<file path="src/rtl/phy_rx_pkg.sv">
// Shared phy_rx definitions: symbol constants and the receive deserializer state type.
// Symbol values are common with phy_tx so both ends agree on the idle/alignment pattern.
package phy_rx_pkg;

    localparam int unsigned SYM_WIDTH          = 8;
    localparam logic [7:0]  COMMA_SYM          = 8'hBC;
    localparam int unsigned LOCK_COUNT_DEFAULT = 4;

    typedef enum logic [1:0] {
        SEARCH = 2'd0,
        ALIGN  = 2'd1,
        LOCKED = 2'd2
    } rx_state_e;

endpackage

</file>
<file path="src/rtl/serial_paralelo_rx_comma_detect.sv">
// Bit-serial shift register with a sliding-window COMMA compare.
// word always holds the newest WIDTH bits, including the bit currently on serial_in.
module comma_detect
    import phy_rx_pkg::*;
#(
    parameter int unsigned      WIDTH = SYM_WIDTH,
    parameter logic [WIDTH-1:0] COMMA = COMMA_SYM
) (
    input  logic             clk_8f,
    input  logic             reset,
    input  logic             serial_in,
    output logic [WIDTH-1:0] word,
    output logic             is_comma
);

    // Only WIDTH-1 history bits are stored; the oldest bit would be shifted out unused.
    logic [WIDTH-2:0] sr;

    assign word     = {sr, serial_in};
    assign is_comma = (word == COMMA);

    always_ff @(posedge clk_8f) begin
        if (reset) begin
            sr <= '0;
        end else begin
            sr <= word[WIDTH-2:0];
        end
    end

endmodule

</file>
<file path="src/rtl/serial_paralelo_rx.sv">
// Per-lane receive deserializer: aligns on COMMA, locks after LOCK_COUNT aligned COMMAs,
// then presents each non-COMMA symbol on data_out with valid_out for one symbol period.
module serial_paralelo_rx
    import phy_rx_pkg::*;
#(
    parameter int unsigned      WIDTH      = SYM_WIDTH,
    parameter logic [WIDTH-1:0] COMMA      = COMMA_SYM,
    parameter int unsigned      LOCK_COUNT = LOCK_COUNT_DEFAULT
) (
    input  logic             clk_8f,
    input  logic             reset,
    input  logic             serial_in,
    output logic [WIDTH-1:0] data_out,
    output logic             valid_out,
    output logic             byte_strobe,
    output logic             active
);

    localparam int unsigned BW = $clog2(WIDTH);
    localparam int unsigned CW = $clog2(LOCK_COUNT + 1);

    localparam logic [BW-1:0] LAST_BIT = BW'(WIDTH - 1);
    localparam logic [CW-1:0] LOCK_VAL = CW'(LOCK_COUNT);

    rx_state_e        state;
    logic [BW-1:0]    bit_cnt;
    logic [CW-1:0]    bc_cnt;
    logic [WIDTH-1:0] word;
    logic             is_comma;

    logic [BW-1:0]    bit_cnt_next;
    logic [CW-1:0]    bc_cnt_inc;
    logic             symbol_end;

    comma_detect #(
        .WIDTH (WIDTH),
        .COMMA (COMMA)
    ) u_comma_detect (
        .clk_8f    (clk_8f),
        .reset     (reset),
        .serial_in (serial_in),
        .word      (word),
        .is_comma  (is_comma)
    );

    // bc_cnt saturates at LOCK_COUNT so it can never wrap back below the lock threshold.
    always_comb begin
        symbol_end   = (bit_cnt == LAST_BIT);
        bit_cnt_next = symbol_end ? '0 : bit_cnt + 1'b1;
        bc_cnt_inc   = (bc_cnt == LOCK_VAL) ? bc_cnt : bc_cnt + 1'b1;
    end

    always_ff @(posedge clk_8f) begin
        if (reset) begin
            state       <= SEARCH;
            bit_cnt     <= '0;
            bc_cnt      <= '0;
            data_out    <= '0;
            valid_out   <= 1'b0;
            byte_strobe <= 1'b0;
            active      <= 1'b0;
        end else begin
            byte_strobe <= 1'b0;
            case (state)
                SEARCH: begin
                    if (is_comma) begin
                        bit_cnt <= '0;
                        bc_cnt  <= CW'(1);
                        state   <= ALIGN;
                    end
                end
                ALIGN: begin
                    bit_cnt <= bit_cnt_next;
                    if (symbol_end) begin
                        if (is_comma) begin
                            bc_cnt <= bc_cnt_inc;
                            if (bc_cnt_inc == LOCK_VAL) begin
                                state  <= LOCKED;
                                active <= 1'b1;
                            end
                        end else begin
                            bc_cnt <= '0;
                            state  <= SEARCH;
                        end
                    end
                end
                LOCKED: begin
                    bit_cnt <= bit_cnt_next;
                    if (symbol_end) begin
                        byte_strobe <= 1'b1;
                        if (is_comma) begin
                            valid_out <= 1'b0;
                        end else begin
                            data_out  <= word;
                            valid_out <= 1'b1;
                        end
                    end
                end
                default: begin
                    state <= SEARCH;
                end
            endcase
        end
    end

endmodule

</file>
<file path="config.mk">
export PLATFORM = sky130hd
export DESIGN_NAME = serial_paralelo_rx
export DESIGN_NICKNAME = d
export VERILOG_FILES = /design/src/rtl/phy_rx_pkg.sv /design/src/rtl/serial_paralelo_rx_comma_detect.sv /design/src/rtl/serial_paralelo_rx.sv
export SDC_FILE = /design/constraint.sdc
export NUM_CORES = 1
export LEC_CHECK = 0
export CAP_MARGIN = 20
export CORE_ASPECT_RATIO = 0.6
export CORE_MARGIN = 5
export CORE_UTILIZATION = 45
export DETAILED_ROUTE_END_ITERATION = 8
export GPL_ROUTABILITY_DRIVEN = 0
export PLACE_DENSITY = 0.71
export SLEW_MARGIN = 0
export SYNTH_ARGS = -nofsm -noshare
export SYNTH_HDL_FRONTEND = slang
export SYNTH_SLANG_ARGS = --single-unit
</file>
<file path="constraint.sdc">
create_clock -name clk_8f -period 3.5 [get_ports clk_8f]
set_input_delay 1.05 -clock clk_8f [delete_from_list [all_inputs] [get_ports clk_8f]]
set_output_delay 1.05 -clock clk_8f [all_outputs]
set_load 0.005 [all_outputs]
</file>
==> results of run 1 <==
## critical path, cell delays in order
cell,delay [ps]
clkdlybuf4s50_1,520
and4bb_2,280
a21oi_2,490
mux2i_1,270
nor2_1,60
## registers in the layout, summed over array words and instances (netlist names)
name and count:
bit_cnt 3, byte_strobe 1, data_out 8, u_comma_detect.sr 7, bc_cnt 3, state 2
valid_out 1, active 1
## placed cells by master (no fill, tap or decap)
master and count:
o21ai_1 1, nand4_1 1, a21oi_2 1, and4bb_2 1, inv_1 6, nand3b_1 1, nor4_1 1, nor2b_1 9
a311o_1 1, clkbuf_8 3, nand2b_1 3, or3_1 1, a2111oi_0 1, nor3b_1 1, nand4b_1 2, ha_1 7
nand2_1 5, o41ai_1 1, nand3_1 2, clkdlybuf4s50_1 13, buf_4 1, dfxtp_1 26, a21o_1 1, a311oi_2 1
and4b_1 1, a21oi_1 7, o311a_1 1, a31oi_1 5, nand4bb_4 1, nor3_1 4, nor2_1 17, o21ai_0 4
mux2i_1 7, or3b_1 1
## kinds of logic after synthesis
kind of cell	Yosys count	synth area share, %
AOI/OAI and AO/OA	24	13.69
adders and majority gates	7	7.486
buffers and inverters	9	2.887
DFF	26	44.49
muxes	7	5.990
and+or+nand+nor	51	25.46
## layer usage
metal	GRT usage [%]	wire (µm)
met5	0	0
met4	4.360	23
met3	5.071	193
met2	18.04	939
met1	21.74	1208
## final timing paths
kind                       to  slack [ps]  cells after the start       from
setup / recovery  data_out[6]         970                      5  serial_in
hold / removal         active         480                      2     active
setup reg to reg     state[0]        1550                      6  bc_cnt[0]
hold reg to reg        active         480                      2     active
## power by group through the flow
stage	registers (mW)	logic, mW	clock network, mW
after floorplan	0.305	0.00693	0
after global placement	0.306	0.0110	0
after detailed placement	0.306	0.0110	0
after CTS	0.299	0.0111	0.168
after global routing	0.300	0.0122	0.182
final	0.299	0.0111	0.162
## final cells by class
class                      count  area, µm²
multi-input combinational     89      615.6
timing repair buffer          14      137.6
fill                         234       1110
tap                           32      40.04
inverter                       6      22.52
clock buffer                   3      41.29
sequential                    26      520.5
## through the flow
step	area (µm²)	utilization, %
floorplan	1170	-
CTS	1378	55.38
finish	1378	55.38
detailed placement	1336	53.72
global route	1378	55.38
global placement	1336	53.72
==> results.cfg, run 1 <==
[outcome]
status = finished, final reports clean

[detailed_routing]
antenna_left = 0
wl_per_cell_um = 13.91
drc = 0
routed_wl_mm = 2.365
vias = 937
dr.pass1.iters = 4
drtIter0Drc = 67
viasPerCell = 5.512

[cts]
cts_inserted_buffers = 3
post_cts_buffers = 0
cts_resized = 0
cts_tree = yes
clk_path_buf_depth = 2
cts-hold-fix-buffers = 0
clk_latency_ps = 260
path_clk_slew_ps = 80
htree_levels = 1
cts_root_buffer = clkbuf_8
clock-sinks = 26

[floorplanning]
die_w_um = 75.83
dieArea_um2 = 3753
row_count = 14
design.portCount = 14
core_area_um2 = 2487
initial_utilization_pct = 47.03
die_height_um = 49.50

[power_and_ir_drop]
vdd.ir_drop.worst_mv = 0.1987
total_power_mw = 0.4724
p_switching_mw = 0.09291
p_sw_share_pct = 19.67
clockPowerShare_pct = 34.3
leakage_nw = 0.4773
pwr-share-seq_pct = 63.3
intPower_mw = 0.3795
pwr_density_cell_nw_per_um2 = 342.9
pwr-share-comb_pct = 2.4

[timing]
skew_ps = 2.172
finalCriticalPeriod_ps = 2527
rsz0062_at_grt = false
fmax_mhz = 395.8
fin_setup_tns_ps = 0
relSlewSlack_pct = 61.71
timing.final.crit_share_pct = 72.19
finalSetupViolations = 0
layout_setup_ws_ps = 973.5
final_hold_viol_count = 0
tightest_slew_ps = 574.4
whs_ps = 479.1
drv_slew = 0

[global_routing]
grt_max_degree = 16
grt_antenna_before_repair = 0
grt_pass1_wl_mm = 4.057
grt_usage_pct = 14.20
grt_overflow = 0
grt_pass1_vias = 854

[worst_hold_path]
hp-class = flip-flop to flip-flop

[synth]
syn_inst = 124
synth_ff_type = dfxtp_1
ys_top_cells_by_area = dfxtp_1, ha_1, mux2i_1
yosysWarnings = 0
synth_top_area_cell = dfxtp_1
yosys_register_bits = 26
syn-num-nets = 134
synth_common_cells = dfxtp_1, nor2_1, nor2b_1
synth.top_cell.area_share_pct = 44.49
seq_area_frac_synth_pct = 44.49
syn_area_um2 = 1170
synth.most_common_cell = dfxtp_1
synth_edf_count = 0
syn_area_per_cell_um2 = 9.434
ys_types = 33
async_reset_ff_share_pct = 0

[placement]
post-place-ws_ps = 691.9
io_buffers = 13
dp_hpwl_mm = 1.769
dp.cells = 167

[worst_setup_path]
crit_path_start_kind = input port
crit_path_end_kind = flip-flop
worstPathRequired_ps = 3640
cp_data_arrival_time_ps = 2670
crit_path_max_fanout = 8
path_class = input port to flip-flop

[finish]
area_growth_syn_to_layout_pct = 17.75
fin_cells = 170
fin_nets = 150
antenna_cells = 0
layout-drive-gt1-share_pct = 5.797

[job]
drv_cap = 0
Note: power is estimated with default switching activity, not from simulation.
==> inputs of run 2 (changes only) <==
--- a/config.mk
+++ b/config.mk
@@ -11,7 +11,7 @@
 export CORE_UTILIZATION = 45
 export DETAILED_ROUTE_END_ITERATION = 8
 export GPL_ROUTABILITY_DRIVEN = 0
-export PLACE_DENSITY = 0.71
+export PLACE_DENSITY = 0.73
 export SLEW_MARGIN = 0
 export SYNTH_ARGS = -nofsm -noshare
 export SYNTH_HDL_FRONTEND = slang
==> constraint.sdc (replaced) <==
create_clock -name clk_8f -period 2.2 [get_ports clk_8f]
set_input_delay 0.66 -clock clk_8f [delete_from_list [all_inputs] [get_ports clk_8f]]
set_output_delay 0.66 -clock clk_8f [all_outputs]
set_load 0.005 [all_outputs]
==> run 2 against run 1 <==
Net effect:
- count of clock-buffer cells in the layout increased by 1
- sequential share of layout area is 1.5 points lower
- hold slack barely moved
- flip-flop and latch count did not move
- critical path type unchanged
- critical endpoint is now bc_cnt[1]
==> results.cfg, run 2 (same netlist as run 1, synthesis figures left out) <==
[power_and_ir_drop]
pwr-share-seq_pct = 59.4
vdd.ir_drop.worst_mv = 0.3698
total_power_mw = 0.8020
leakage_nw = 0.5153
intPower_mw = 0.6425
p_switching_mw = 0.1595
pwr-share-comb_pct = 2.4
pwr_density_cell_nw_per_um2 = 558.3
p_sw_share_pct = 19.89
clockPowerShare_pct = 38.2

[finish]
largest_reg_flops = 8
fillers = 224
antenna_cells = 0
layout-drive-gt1-share_pct = 10.34
top_regs = data_out (8), u_comma_detect.sr (7)
final_common_cell = dfxtp_1
fin_area_um2 = 1436
top_register = data_out
layout_common_cells = dfxtp_1, nor2_1, clkdlybuf4s50_1, nor2b_1
area_growth_syn_to_layout_pct = 22.78
fin_cells = 177
fin_nets = 156

[worst_setup_path]
worstPathRequired_ps = 2400
crit_top_cell = buf_4
crit_family = buffers and inverters
crit_chain = clkdlybuf4s50_1 > nand4bb_4 > buf_4 > o21ai_1 > buf_4 > nand4_1 > a21oi_1
crit_buf_inv = 3
crit_cells = 7
crit_path_end_kind = flip-flop
path_class = input port to flip-flop
crit_path_start_kind = input port
crit_slowest_cell = clkdlybuf4s50_1
cp_data_arrival_time_ps = 2220
r2r_cells = 6
crit_path_max_fanout = 6
r2r_setup_slack_ps = 250
cpPeakStageDelay_ps = 450

[floorplanning]
initial_utilization_pct = 47.03
design.portCount = 14
row_count = 14
die_w_um = 75.83
core_area_um2 = 2487
dieArea_um2 = 3753
die_height_um = 49.50

[timing]
skew_ps = 2.674
drv_slew = 0
rsz0062_at_grt = false
fin_setup_tns_ps = 0
finalCriticalPeriod_ps = 2013
final_hold_viol_count = 0
fmax_mhz = 496.9
timing.final.crit_share_pct = 91.48
relSlewSlack_pct = 71.04
tightest_slew_ps = 434.4
finalSetupViolations = 0

[global_routing]
top_usage_layer = met1
grt.met2_usage_pct = 19.32
use_met3_pct = 4.260
grt_pass1_wl_mm = 4.333
grt_antenna_before_repair = 0
grtUsageMet1_pct = 23.46
grt_overflow = 0
grt_max_degree = 17
grt_pass1_vias = 916
grt_usage_pct = 15.04

[cts]
post_cts_buffers = 0
cts_root_buffer = clkbuf_8
clk_latency_ps = 270
path_clk_slew_ps = 90
clock-sinks = 26
cts_tree = yes
clk_path_buf_depth = 2
htree_levels = 1
cts-hold-fix-buffers = 0
cts_resized = 0
cts_inserted_buffers = 3

[job]
drv_cap = 0

[detailed_routing]
viasPerCell = 5.565
routed_wl_mm = 2.613
antenna_left = 0
wl_per_cell_um = 14.76
dr.pass1.iters = 4
drc = 0
vias = 985
drtIter0Drc = 64

[placement]
dp.cells = 173
dpl_cell_area_um2 = 1381
io_buffers = 13
dp_hpwl_mm = 2.003

[outcome]
status = finished, final reports clean

[worst_hold_path]
hold_depth = 2
hp-class = flip-flop to flip-flop
run 2: changes by cell type in the layout (fill, tap and decap cells not counted):
cell	previous run	this run
buf_4	1	7
clkbuf_8	3	4
run 2: layout make-up:
cell class                 instances  area, µm²  area share, %
multi-input combinational         89      615.6          42.86
clock buffer                       4      55.05          3.833
timing repair buffer              20      182.7          12.72
sequential                        26      520.5          36.24
tap                               32      40.04          2.787
inverter                           6      22.52          1.568
run 2: through the flow:
| step | util, % | hold WS, ps | setup WS (ps) |
|---|---|---|---|
| final | 57.75 | 479.1 | 187.3 |
| after global routing | 57.75 | 516.3 | 101.4 |
| after CTS | 57.75 | 485.0 | 211.7 |
| after detailed placement | 55.53 | 470.2 | -76.71 |
| after global placement | 55.53 | 461.2 | -39.41 |
| after floorplan | - | 453.3 | 469.5 |
run 2: worst min-delay path, delay by kind of cell (launching register included):
family	cells	cell delay (ps)
flops	1	320
compound gates	2	110
run 2: path summary, 6_finish.rpt:
| check | to | startpoint |
|---|---|---|
| max reg2reg | state[0] | bc_cnt[0] |
| min | bit_cnt[1] | bit_cnt[1] |
| min reg2reg | bit_cnt[1] | bit_cnt[1] |
| max | bc_cnt[1] | serial_in |
run 2: layer usage:
metal  share of wire, %  routed length (µm)
met5                  0                   0
met4                  0                   0
met3                5.3                 139
met1                 54                1398
met2                 41                1075
run 2: power by group through the flow:
stage	combinational, mW	clock, mW	sequential, mW
after floorplan	0.0110	0	0.486
after global placement	0.0185	0	0.487
after detailed placement	0.0190	0	0.487
after CTS	0.0191	0.317	0.476
after global routing	0.0208	0.336	0.477
final	0.0195	0.306	0.476
==> inputs of run 3 (changes only) <==
--- a/config.mk
+++ b/config.mk
@@ -5,13 +5,13 @@
 export SDC_FILE = /design/constraint.sdc
 export NUM_CORES = 1
 export LEC_CHECK = 0
-export CAP_MARGIN = 20
+export CAP_MARGIN = 15
 export CORE_ASPECT_RATIO = 0.6
 export CORE_MARGIN = 5
 export CORE_UTILIZATION = 45
 export DETAILED_ROUTE_END_ITERATION = 8
 export GPL_ROUTABILITY_DRIVEN = 0
-export PLACE_DENSITY = 0.73
+export PLACE_DENSITY = 0.71
 export SLEW_MARGIN = 0
 export SYNTH_ARGS = -nofsm -noshare
 export SYNTH_HDL_FRONTEND = slang
==> constraint.sdc (replaced) <==
create_clock -name clk_8f -period 2.55 [get_ports clk_8f]
set_input_delay 0.765 -clock clk_8f [delete_from_list [all_inputs] [get_ports clk_8f]]
set_output_delay 0.765 -clock clk_8f [all_outputs]
set_load 0.005 [all_outputs]
==> run 3 against run 2 <==
Net effect:
- count of clock-buffer cells in the layout shrank 1
- flip-flop and latch count is the same
- global-route usage shrank 0.61 points
- via count shrank 5.2%
- core utilization shrank 1.8 points
- largest cell class unchanged
- design area shrank 3.0%
- clock power shrank 26%
- largest power group unchanged
- clock skew shrank 1.1 ps
- non-clock buffer count shrank 4
- register-to-register slack gained 380 ps
==> results.cfg, run 3 (same netlist as run 1, synthesis figures left out) <==
[finish]
final_common_cell = dfxtp_1
top_register = data_out
top_regs = data_out (8), u_comma_detect.sr (7)
fin_area_um2 = 1393
area_growth_syn_to_layout_pct = 19.04
largest_reg_flops = 8
layout-drive-gt1-share_pct = 7.143
fin_nets = 152
antenna_cells = 0
layout_common_cells = dfxtp_1, nor2_1, clkdlybuf4s50_1, nor2b_1

[timing]
drv_slew = 0
fmax_mhz = 461.4
final_hold_viol_count = 0
timing.final.crit_share_pct = 84.99
rsz0062_at_grt = false
tightest_slew_ps = 460.2
skew_ps = 1.587
relSlewSlack_pct = 69.08
fin_setup_tns_ps = 0
finalCriticalPeriod_ps = 2167
finalSetupViolations = 0

[worst_setup_path]
crit_path_start_kind = input port
cp_data_arrival_time_ps = 2330
rr_startpoint = bc_cnt[0]
path_class = input port to flip-flop
worstPathRequired_ps = 2710
crit_slowest_cell = clkdlybuf4s50_1
crit_chain = clkdlybuf4s50_1 > nand4bb_4 > or3_1 > a311o_1 > o41ai_1
r2r_cells = 6
crit_path_max_fanout = 4
r2r-end = state[0]
crit_path_end_kind = flip-flop
cpPeakStageDelay_ps = 470
r2r_setup_slack_ps = 630

[detailed_routing]
vias = 934
wl_per_cell_um = 13.92
antenna_left = 0
drtIter0Drc = 107
drc = 0
dr.pass1.iters = 4
viasPerCell = 5.430
routed_wl_mm = 2.395

[global_routing]
grt_usage_pct = 14.43
grt_overflow = 0
grt_antenna_before_repair = 0
grt_pass1_wl_mm = 4.112
grt_pass1_vias = 837
grt_max_degree = 19

[floorplanning]
initial_utilization_pct = 47.03
design.portCount = 14
core_area_um2 = 2487
die_height_um = 49.50
dieArea_um2 = 3753
row_count = 14
die_w_um = 75.83

[cts]
cts_resized = 0
cts_root_buffer = clkbuf_8
path_clk_slew_ps = 80
cts-hold-fix-buffers = 0
clock-sinks = 26
cts_inserted_buffers = 3
htree_levels = 1
post_cts_buffers = 0
clk_path_buf_depth = 2
clk_latency_ps = 260
cts_tree = yes

[placement]
dp_hpwl_mm = 1.852
io_buffers = 13
dpl_cell_area_um2 = 1351

[power_and_ir_drop]
pwr-share-comb_pct = 2.4
p_switching_mw = 0.1302
leakage_nw = 0.4882
pwr-share-seq_pct = 63.1
p_sw_share_pct = 19.99
intPower_mw = 0.5209
pwr_density_cell_nw_per_um2 = 467.6
vdd.ir_drop.worst_mv = 0.3935
total_power_mw = 0.6511
clockPowerShare_pct = 34.6

[job]
drv_cap = 0

[worst_hold_path]
hold_depth = 2
hold_end = data_out[1]
hp-class = flip-flop to flip-flop
hold_start = data_out[1]

[outcome]
status = finished, final reports clean
[run 3: through the flow]
step	cells	setup slack [ps]	hold slack, ps	util, %
3_3_place_gp	169	187.4	466.9	54.33
3_5_place_dp	169	139.2	471.0	54.33
2_1_floorplan	124	714.5	453.3	-
5_1_grt	172	281.7	523.5	55.99
6_report	172	382.9	490.0	55.99
4_1_cts	172	415.1	485.2	55.99
[run 3: per-layer routing]
layer	up-vias	global-route usage (%)	part of all wire [%]
met5	-	0	0
met4	0	2.616	0.79
met2	32	18.04	39
met1	425	22.90	53
met3	2	5.477	7.8
li1	475	-	-
[run 3: power by group through the flow]
stage,Combinational [mW],Clock (mW),Sequential (mW)
floorplan,0.00951,0,0.419
global placement,0.0149,0,0.420
detailed placement,0.0155,0,0.420
CTS,0.0155,0.233,0.411
global route,0.0167,0.254,0.411
finish,0.0154,0.225,0.411
[run 3: cell type report]
class,count,area (µm²)
sequential,26,520.5
clock buffer,3,41.29
timing repair buffer,16,152.6
inverter,6,22.52
multi-input combinational,89,615.6
tap,32,40.04
fill,234,1095
[run 3: how the worst max path moves through the flow]
stage,startpoint,to,depth (start not counted)
floorplan,serial_in,bc_cnt[0],4
global placement,serial_in,bc_cnt[0],5
detailed placement,serial_in,bc_cnt[0],5
CTS,serial_in,bc_cnt[0],5
global route,serial_in,bc_cnt[2],5
finish,serial_in,bc_cnt[0],5
[run 3: critical path: cells and delay by family]
kind	cells	cell delay [ps]
AND/OR/NAND/NOR	2	670
buffers and inverters	1	470
AO/OA/AOI/OAI	2	420
